$ cat config.mk
export PLATFORM = sky130hd
export DESIGN_NAME = usb_pd_cc_line
export DESIGN_NICKNAME = d
export VERILOG_FILES = /design/src/rtl/usb_pd_pkg.sv /design/src/rtl/usb_pd_cc_line_cc_chan_det.sv /design/src/rtl/usb_pd_cc_line.sv
export SDC_FILE = /design/constraint.sdc
export NUM_CORES = 1
export LEC_CHECK = 0
export CAP_MARGIN = 10
export CORE_UTILIZATION = 52
export DETAILED_ROUTE_END_ITERATION = 12
export GPL_ROUTABILITY_DRIVEN = 0
export GPL_TIMING_DRIVEN = 0
export PLACE_DENSITY = 0.75
export SYNTH_ARGS = -nofsm -noshare
export SYNTH_HDL_FRONTEND = slang
export SYNTH_SLANG_ARGS = --single-unit
$ cat constraint.sdc
create_clock -name clock -period 1.69 [get_ports clock]
set_input_delay 0.338 -clock clock [delete_from_list [all_inputs] [get_ports clock]]
set_output_delay 0.338 -clock clock [all_outputs]
set_load 0.005 [all_outputs]
$ cat src/rtl/usb_pd_pkg.sv
// ---------------------------------------------------------------------------
// usb_pd_pkg
// Shared definitions for the USB-PD CC-line front end.
//   cc_sel_t            : which CC channel carries the BMC traffic
//   gap_timeout_cycles  : converts the core clock (kHz) into the maximum
//                         number of idle cycles allowed between two BMC
//                         edges (4 us worth of clocks)
// ---------------------------------------------------------------------------
package usb_pd_pkg;

    typedef enum logic {
        CC_SEL_CC1 = 1'b0,
        CC_SEL_CC2 = 1'b1
    } cc_sel_t;

    // 4 us expressed in core clock cycles: khz * 4e-3 ms = khz / 250.
    function automatic int gap_timeout_cycles(input int clk_khz);
        return clk_khz / 250;
    endfunction

endpackage

$ cat src/rtl/usb_pd_cc_line_cc_chan_det.sv
// ---------------------------------------------------------------------------
// cc_chan_det
// One CC channel of the PD front end: comparator decode, two-flop
// synchronizer, optional glitch filter, edge detection and the BMC activity
// qualifier (gap counter + consecutive-edge counter).
//
// Optional build macro: CC_GLITCH_FILT_EN adds a 3-sample majority filter
// after the synchronizer (one extra cycle of latency, single-cycle pulses
// are rejected).
//
// Ports:
//   clock      in   core clock, rising edge
//   nrst       in   synchronous active-low reset
//   phy_p      in   comparator positive output
//   phy_n      in   comparator negative output
//   det_run    in   detector may count this cycle
//   det_clear  in   clear both counters (re-arm)
//   lvl        out  synchronized (optionally filtered) CC level
//   qualified  out  LOCK_EDGES consecutive in-time edges have been seen
// ---------------------------------------------------------------------------
module cc_chan_det
    import usb_pd_pkg::*;
#(
    parameter int GAP_TIMEOUT = 120,
    parameter int LOCK_EDGES  = 32
) (
    input  logic clock,
    input  logic nrst,
    input  logic phy_p,
    input  logic phy_n,
    input  logic det_run,
    input  logic det_clear,
    output logic lvl,
    output logic qualified
);

    localparam int GAP_W  = $clog2(GAP_TIMEOUT + 2);
    localparam int EDGE_W = $clog2(LOCK_EDGES + 1);

    localparam logic [GAP_W-1:0]  GAP_LIMIT = GAP_W'(GAP_TIMEOUT);
    localparam logic [GAP_W-1:0]  GAP_MAX   = GAP_W'(GAP_TIMEOUT + 1);
    localparam logic [EDGE_W-1:0] EDGE_MAX  = EDGE_W'(LOCK_EDGES);

    logic              raw_q;
    logic              raw_now;
    logic              sync1;
    logic              sync2;
    logic              lvl_prev;
    logic              edge_seen;
    logic [GAP_W-1:0]  gap_cnt;
    logic [EDGE_W-1:0] edge_cnt;

    // A comparator pair that agrees (p == n) is undecided, so the last
    // decided value is kept instead.
    assign raw_now = (phy_p != phy_n) ? phy_p : raw_q;

    // Decode holder plus the two-flop synchronizer chain.
    always_ff @(posedge clock) begin
        if (!nrst) begin
            raw_q <= 1'b0;
            sync1 <= 1'b0;
            sync2 <= 1'b0;
        end else begin
            raw_q <= raw_now;
            sync1 <= raw_now;
            sync2 <= sync1;
        end
    end

`ifdef CC_GLITCH_FILT_EN
    logic sync3;
    logic sync4;

    // Two more samples of the synchronized level feed a majority vote, so
    // a one-cycle spike never wins.
    always_ff @(posedge clock) begin
        if (!nrst) begin
            sync3 <= 1'b0;
            sync4 <= 1'b0;
        end else begin
            sync3 <= sync2;
            sync4 <= sync3;
        end
    end

    assign lvl = (sync2 & sync3) | (sync2 & sync4) | (sync3 & sync4);
`else
    assign lvl = sync2;
`endif

    // Previous level keeps running even while the counters are frozen, so
    // an edge during a freeze is never replayed once counting resumes.
    always_ff @(posedge clock) begin
        if (!nrst) begin
            lvl_prev <= 1'b0;
        end else begin
            lvl_prev <= lvl;
        end
    end

    assign edge_seen = lvl ^ lvl_prev;

    // Gap counter measures cycles since the last edge; edge counter counts
    // edges that arrived within the timeout. A gap that runs past the
    // timeout throws away the accumulated edge run.
    always_ff @(posedge clock) begin
        if (!nrst) begin
            gap_cnt  <= '0;
            edge_cnt <= '0;
        end else if (det_clear) begin
            gap_cnt  <= '0;
            edge_cnt <= '0;
        end else if (det_run) begin
            if (edge_seen) begin
                gap_cnt <= '0;
                if (gap_cnt <= GAP_LIMIT) begin
                    if (edge_cnt != EDGE_MAX) begin
                        edge_cnt <= edge_cnt + EDGE_W'(1);
                    end
                end else begin
                    edge_cnt <= '0;
                end
            end else begin
                if (gap_cnt != GAP_MAX) begin
                    gap_cnt <= gap_cnt + GAP_W'(1);
                end
                if (gap_cnt > GAP_LIMIT) begin
                    edge_cnt <= '0;
                end
            end
        end
    end

    assign qualified = (edge_cnt == EDGE_MAX);

endmodule

$ cat src/rtl/usb_pd_cc_line.sv
// ---------------------------------------------------------------------------
// usb_pd_cc_line
// USB-PD CC-line physical front end. Watches both CC channels for BMC
// traffic, locks onto the active one (cable orientation), forwards its
// level to the BMC reader and steers the BMC writer onto that channel only.
//
// Optional build macro: CC_GLITCH_FILT_EN (majority filter in each channel
// detector, cc_din latency grows from 3 to 4 cycles).
//
// Ports:
//   clock            in   core clock, rising edge
//   nrst             in   synchronous active-low reset
//   cc_check         in   orientation detection request (level)
//   cc_io_ctrl       in   transmitter busy
//   cc_dout          in   BMC bit stream from the writer
//   cc_lock          out  orientation locked
//   cc_din           out  received level from the locked channel
//   phy_in_cc1_p/n   in   CC1 comparator pair
//   phy_in_cc2_p/n   in   CC2 comparator pair
//   phy_out_en       out  CC driver enable
//   phy_out_cc1/2    out  CC driver data
//   phy_debug_cc1/2  out  synchronized CC levels
// ---------------------------------------------------------------------------
module usb_pd_cc_line
    import usb_pd_pkg::*;
#(
    parameter int system_khz = 30000,
    parameter int LOCK_EDGES = 32
) (
    input  logic clock,
    input  logic nrst,
    input  logic cc_check,
    input  logic cc_io_ctrl,
    input  logic cc_dout,
    output logic cc_lock,
    output logic cc_din,
    input  logic phy_in_cc1_p,
    input  logic phy_in_cc1_n,
    input  logic phy_in_cc2_p,
    input  logic phy_in_cc2_n,
    output logic phy_out_en,
    output logic phy_out_cc1,
    output logic phy_out_cc2,
    output logic phy_debug_cc1,
    output logic phy_debug_cc2
);

    localparam int GAP_TIMEOUT = gap_timeout_cycles(system_khz);

    cc_sel_t sel;
    logic    check_d;
    logic    rearm;
    logic    det_run;
    logic    lvl1;
    logic    lvl2;
    logic    qual1;
    logic    qual2;

    // Detection only runs while asked for, not yet locked, and not while
    // our own transmitter is driving the line.
    assign rearm   = cc_check & ~check_d;
    assign det_run = cc_check & ~cc_lock & ~cc_io_ctrl;

    cc_chan_det #(
        .GAP_TIMEOUT (GAP_TIMEOUT),
        .LOCK_EDGES  (LOCK_EDGES)
    ) u_det_cc1 (
        .clock     (clock),
        .nrst      (nrst),
        .phy_p     (phy_in_cc1_p),
        .phy_n     (phy_in_cc1_n),
        .det_run   (det_run),
        .det_clear (rearm),
        .lvl       (lvl1),
        .qualified (qual1)
    );

    cc_chan_det #(
        .GAP_TIMEOUT (GAP_TIMEOUT),
        .LOCK_EDGES  (LOCK_EDGES)
    ) u_det_cc2 (
        .clock     (clock),
        .nrst      (nrst),
        .phy_p     (phy_in_cc2_p),
        .phy_n     (phy_in_cc2_n),
        .det_run   (det_run),
        .det_clear (rearm),
        .lvl       (lvl2),
        .qualified (qual2)
    );

    // Lock arbitration. A fresh cc_check request drops an old lock; once
    // locked the choice is sticky until the next request. CC1 wins a tie.
    always_ff @(posedge clock) begin
        if (!nrst) begin
            check_d <= 1'b0;
            cc_lock <= 1'b0;
            sel     <= CC_SEL_CC1;
        end else begin
            check_d <= cc_check;
            if (rearm) begin
                cc_lock <= 1'b0;
            end else if (!cc_lock && (qual1 || qual2)) begin
                cc_lock <= 1'b1;
                sel     <= qual1 ? CC_SEL_CC1 : CC_SEL_CC2;
            end
        end
    end

    // Registered receive and transmit steering. Nothing reaches the BMC
    // reader or the pins unless a channel is locked.
    always_ff @(posedge clock) begin
        if (!nrst) begin
            cc_din      <= 1'b0;
            phy_out_en  <= 1'b0;
            phy_out_cc1 <= 1'b0;
            phy_out_cc2 <= 1'b0;
        end else begin
            cc_din      <= cc_lock & ((sel == CC_SEL_CC2) ? lvl2 : lvl1);
            phy_out_en  <= cc_io_ctrl & cc_lock;
            phy_out_cc1 <= cc_dout & cc_lock & (sel == CC_SEL_CC1);
            phy_out_cc2 <= cc_dout & cc_lock & (sel == CC_SEL_CC2);
        end
    end

    assign phy_debug_cc1 = lvl1;
    assign phy_debug_cc2 = lvl2;

endmodule

==> results.yml <==
run_status:
  outcome: "completed"
placed_design:
  portBuffers: 15
  dp.cells: 286
  placed_area_um2: 2240
  hpwlAfterDp_mm: 2.936
logic_synthesis:
  syn-num-nets: 242
  syn_avg_cell_area_um2: 9.101
  synth_flop_cell: "dfxtp_1"
  yosysWarnings: 0
  yosysSeqAreaShare_pct: 38.47
  ys_ff_latch: 39
  syn_area_um2: 2029
  synthArstFlopShare_pct: 0
  synth_cells: 223
  synth-edff-count: 0
  ys_types: 52
global_route:
  grt_max_degree: 12
  antenna_found_initial: 0
  globalRouteMet3Util_pct: 5.282
  grt_overflow_total: 0
  grt_pass1_wl_mm: 6.824
  use_met2_pct: 36.58
  grt_pass1_vias: 1563
  grtUsageMet1_pct: 25.60
  grtUsageTotal_pct: 21.50
  grt_busiest_layer: "met2"
power_and_ir_drop:
  vdd_drop_max_v: 0.0005758
  p_leak_nw: 0.8590
  p_per_area_nw_per_um2: 702.2
  total_power_mw: 1.707
timing:
  max_freq_ghz: 0.5972
  rsz0062_at_grt: "true"
  period_needed_ps: 1674
  worstMarginPinSlew_ps: 660.9
  finalHoldViolations: 0
  skew_ps: 7.870
  fin_worst_hold_slack_ps: 454.5
  setup_viol: 0
  period_share_pct: 99.08
  slew_headroom_pct: 55.62
  timing.final.max_slew_violations: 0
route:
  postRouteAntennaNets: 0
  first_iter_violations: 40
  drc: 0
  firstDrtPassIters: 4
  vias: 1666
  wl_per_cell_um: 14.03
  wirelength_mm: 4.167
  viasPerCell: 5.609
finish:
  design_area_um2: 2431
  synthToLayoutAreaGrowth_pct: 19.79
  final-instance-count-excl-fill: 297
  nets: 267
  utilization_pct: 65.91
  seqCellArea_um2: 788.3
  antenna_cells: 0
  layout_common_cells: "dfxtp_1, nor2_1, inv_1"
  fill_cells: 329
  final_common_cell: "dfxtp_1"
  drive_above_1_share_pct: 15.66
  multi_input_area_um2: 1226
run:
  drv_cap: 0
critical_path:
  required_ps: 1930
  cp_max_fo: 6
  arrival_ps: 1920
  start_kind: "register"
  reg2reg_from: "u_det_cc2.edge_cnt[0]"
  r2r_slack_ps: 20
  rr_worst_depth: 6
  critical_path.reg2reg.endpoint: "u_det_cc2.edge_cnt[3]"
  cp-end-kind: "register"
  worstSetupPathType: "register to register"
min_path:
  min_path_cells: 1
  hp-start: "u_det_cc1.sync1"
  worstHoldPathType: "register to register"
  holdPathEnd: "u_det_cc1.lvl"
clock_tree:
  hold_buffers: 0
  insertion_delay_ps: 290
  htree_num_levels: 2
  clk_pin_slew_ps: 80
  cts.sinks: 39
  cts_buffer_depth: 2
  cts_tree: "yes"
  numCtsBuffers: 5
  cts_root_buffer: "clkbuf_8"
floorplan:
  initial_core_util_pct: 55.02
  core_area_um2: 3689
  io_pins: 16
  placementRows: 22
  die_x_um: 64.47
  dieArea_um2: 4156
  die_h_um: 64.47
-- metrics by stage --
step / setup slack [ps] / TNS (ps)
after floorplan: 83.37 / 0
after global placement: -460.9 / -9637
after detailed placement: -476.7 / -10170
after CTS: -38.74 / -74.82
after global routing: -46.49 / -615.1
final: 15.55 / 0
-- state kept, by name, indices dropped and copies added, names as in the netlist --
signal	cells
cc_din	1
cc_lock	1
check_d	1
phy_out_cc1	1
phy_out_cc2	1
phy_out_en	1
sel	1
u_det_cc1.edge_cnt	6
u_det_cc1.gap_cnt	7
u_det_cc1.lvl	1
u_det_cc1.lvl_prev	1
u_det_cc1.sync1	1
u_det_cc2.edge_cnt	6
u_det_cc2.gap_cnt	7
u_det_cc2.lvl	1
u_det_cc2.lvl_prev	1
u_det_cc2.raw_q	1
-- critical path: stages (launching register included) --
cell and delay [ps]:
dfxtp_2 330, inv_2 70, ha_4 120, or4b_4 470, o211a_4 280, nor3b_4 220, o22a_1 150
-- final cells by class --
type	count	area share [%]
Buffer	4	1.390
Inverter	17	2.625
Clock inverter	1	0.2059
Timing Repair Buffer	19	7.308
Multi-Input combinational cell	162	50.44
Clock buffer	7	3.139
Sequential cell	39	32.42
Tap cell	48	2.470
-- Yosys cell counts (4+ instances only) --
master,instances,area share [%]
inv_1,17,3.1
o21ai_0,10,2.5
o22a_1,5,2.2
nand3_1,8,2.0
nand2_1,12,2.2
xnor2_1,4,1.7
and2_1,5,1.5
o2111ai_1,4,1.7
dfxtp_1,39,38
ha_1,10,6.2
nand4_1,6,1.8
nor2_1,20,3.7
and3_1,8,2.5
a21oi_1,10,2.5
xor2_1,8,3.5
-- worst max-delay path by stage --
| stage | from | endpoint | slack [ps] |
|---|---|---|---|
| 6_report | u_det_cc2.edge_cnt[0] | u_det_cc2.edge_cnt[3] | 20 |
| 4_1_cts | u_det_cc2.edge_cnt[1] | u_det_cc2.edge_cnt[3] | -40 |
| 2_1_floorplan | u_det_cc2.edge_cnt[0] | u_det_cc2.edge_cnt[4] | 80 |
| 3_3_place_gp | cc_check | u_det_cc2.edge_cnt[4] | -460 |
| 3_5_place_dp | cc_check | u_det_cc1.edge_cnt[5] | -480 |
| 5_1_grt | u_det_cc2.edge_cnt[1] | u_det_cc2.edge_cnt[3] | -50 |
-- power breakdown --
| part | switching, mW | internal, mW |
|---|---|---|
| logic | 0.0867 | 0.0669 |
| registers | 0.0111 | 0.930 |
| clock network | 0.323 | 0.290 |
-- logic make-up after synthesis --
| logic type | Yosys count | share of synthesized area [%] |
|---|---|---|
| AOI/OAI and AO/OA | 43 | 15.60 |
| and+or+nand+nor | 92 | 27.50 |
| muxes | 5 | 2.589 |
| DFF | 39 | 38.47 |
| buffers and inverters | 22 | 4.500 |
| xor gates and xnor gates | 12 | 5.179 |
| adders and majority gates | 10 | 6.165 |
-- metal layers --
| metal | wire length, um | share of wire [%] | vias to the layer above |
|---|---|---|---|
| li1 | - | - | 848 |
| met1 | 1979 | 47 | 794 |
| met2 | 2017 | 48 | 17 |
| met3 | 87 | 2.1 | 7 |
| met4 | 82 | 2.0 | 0 |
| met5 | 0 | 0 | - |
-- repair_timing --
item,4_1_cts,5_1_grt
pin swaps,5,4
endpoints found under the setup margin,25,25
setup buffers,4,0
gates cloned,0,0
gates resized for setup,15,8
Power figures use the tool's default switching activity.
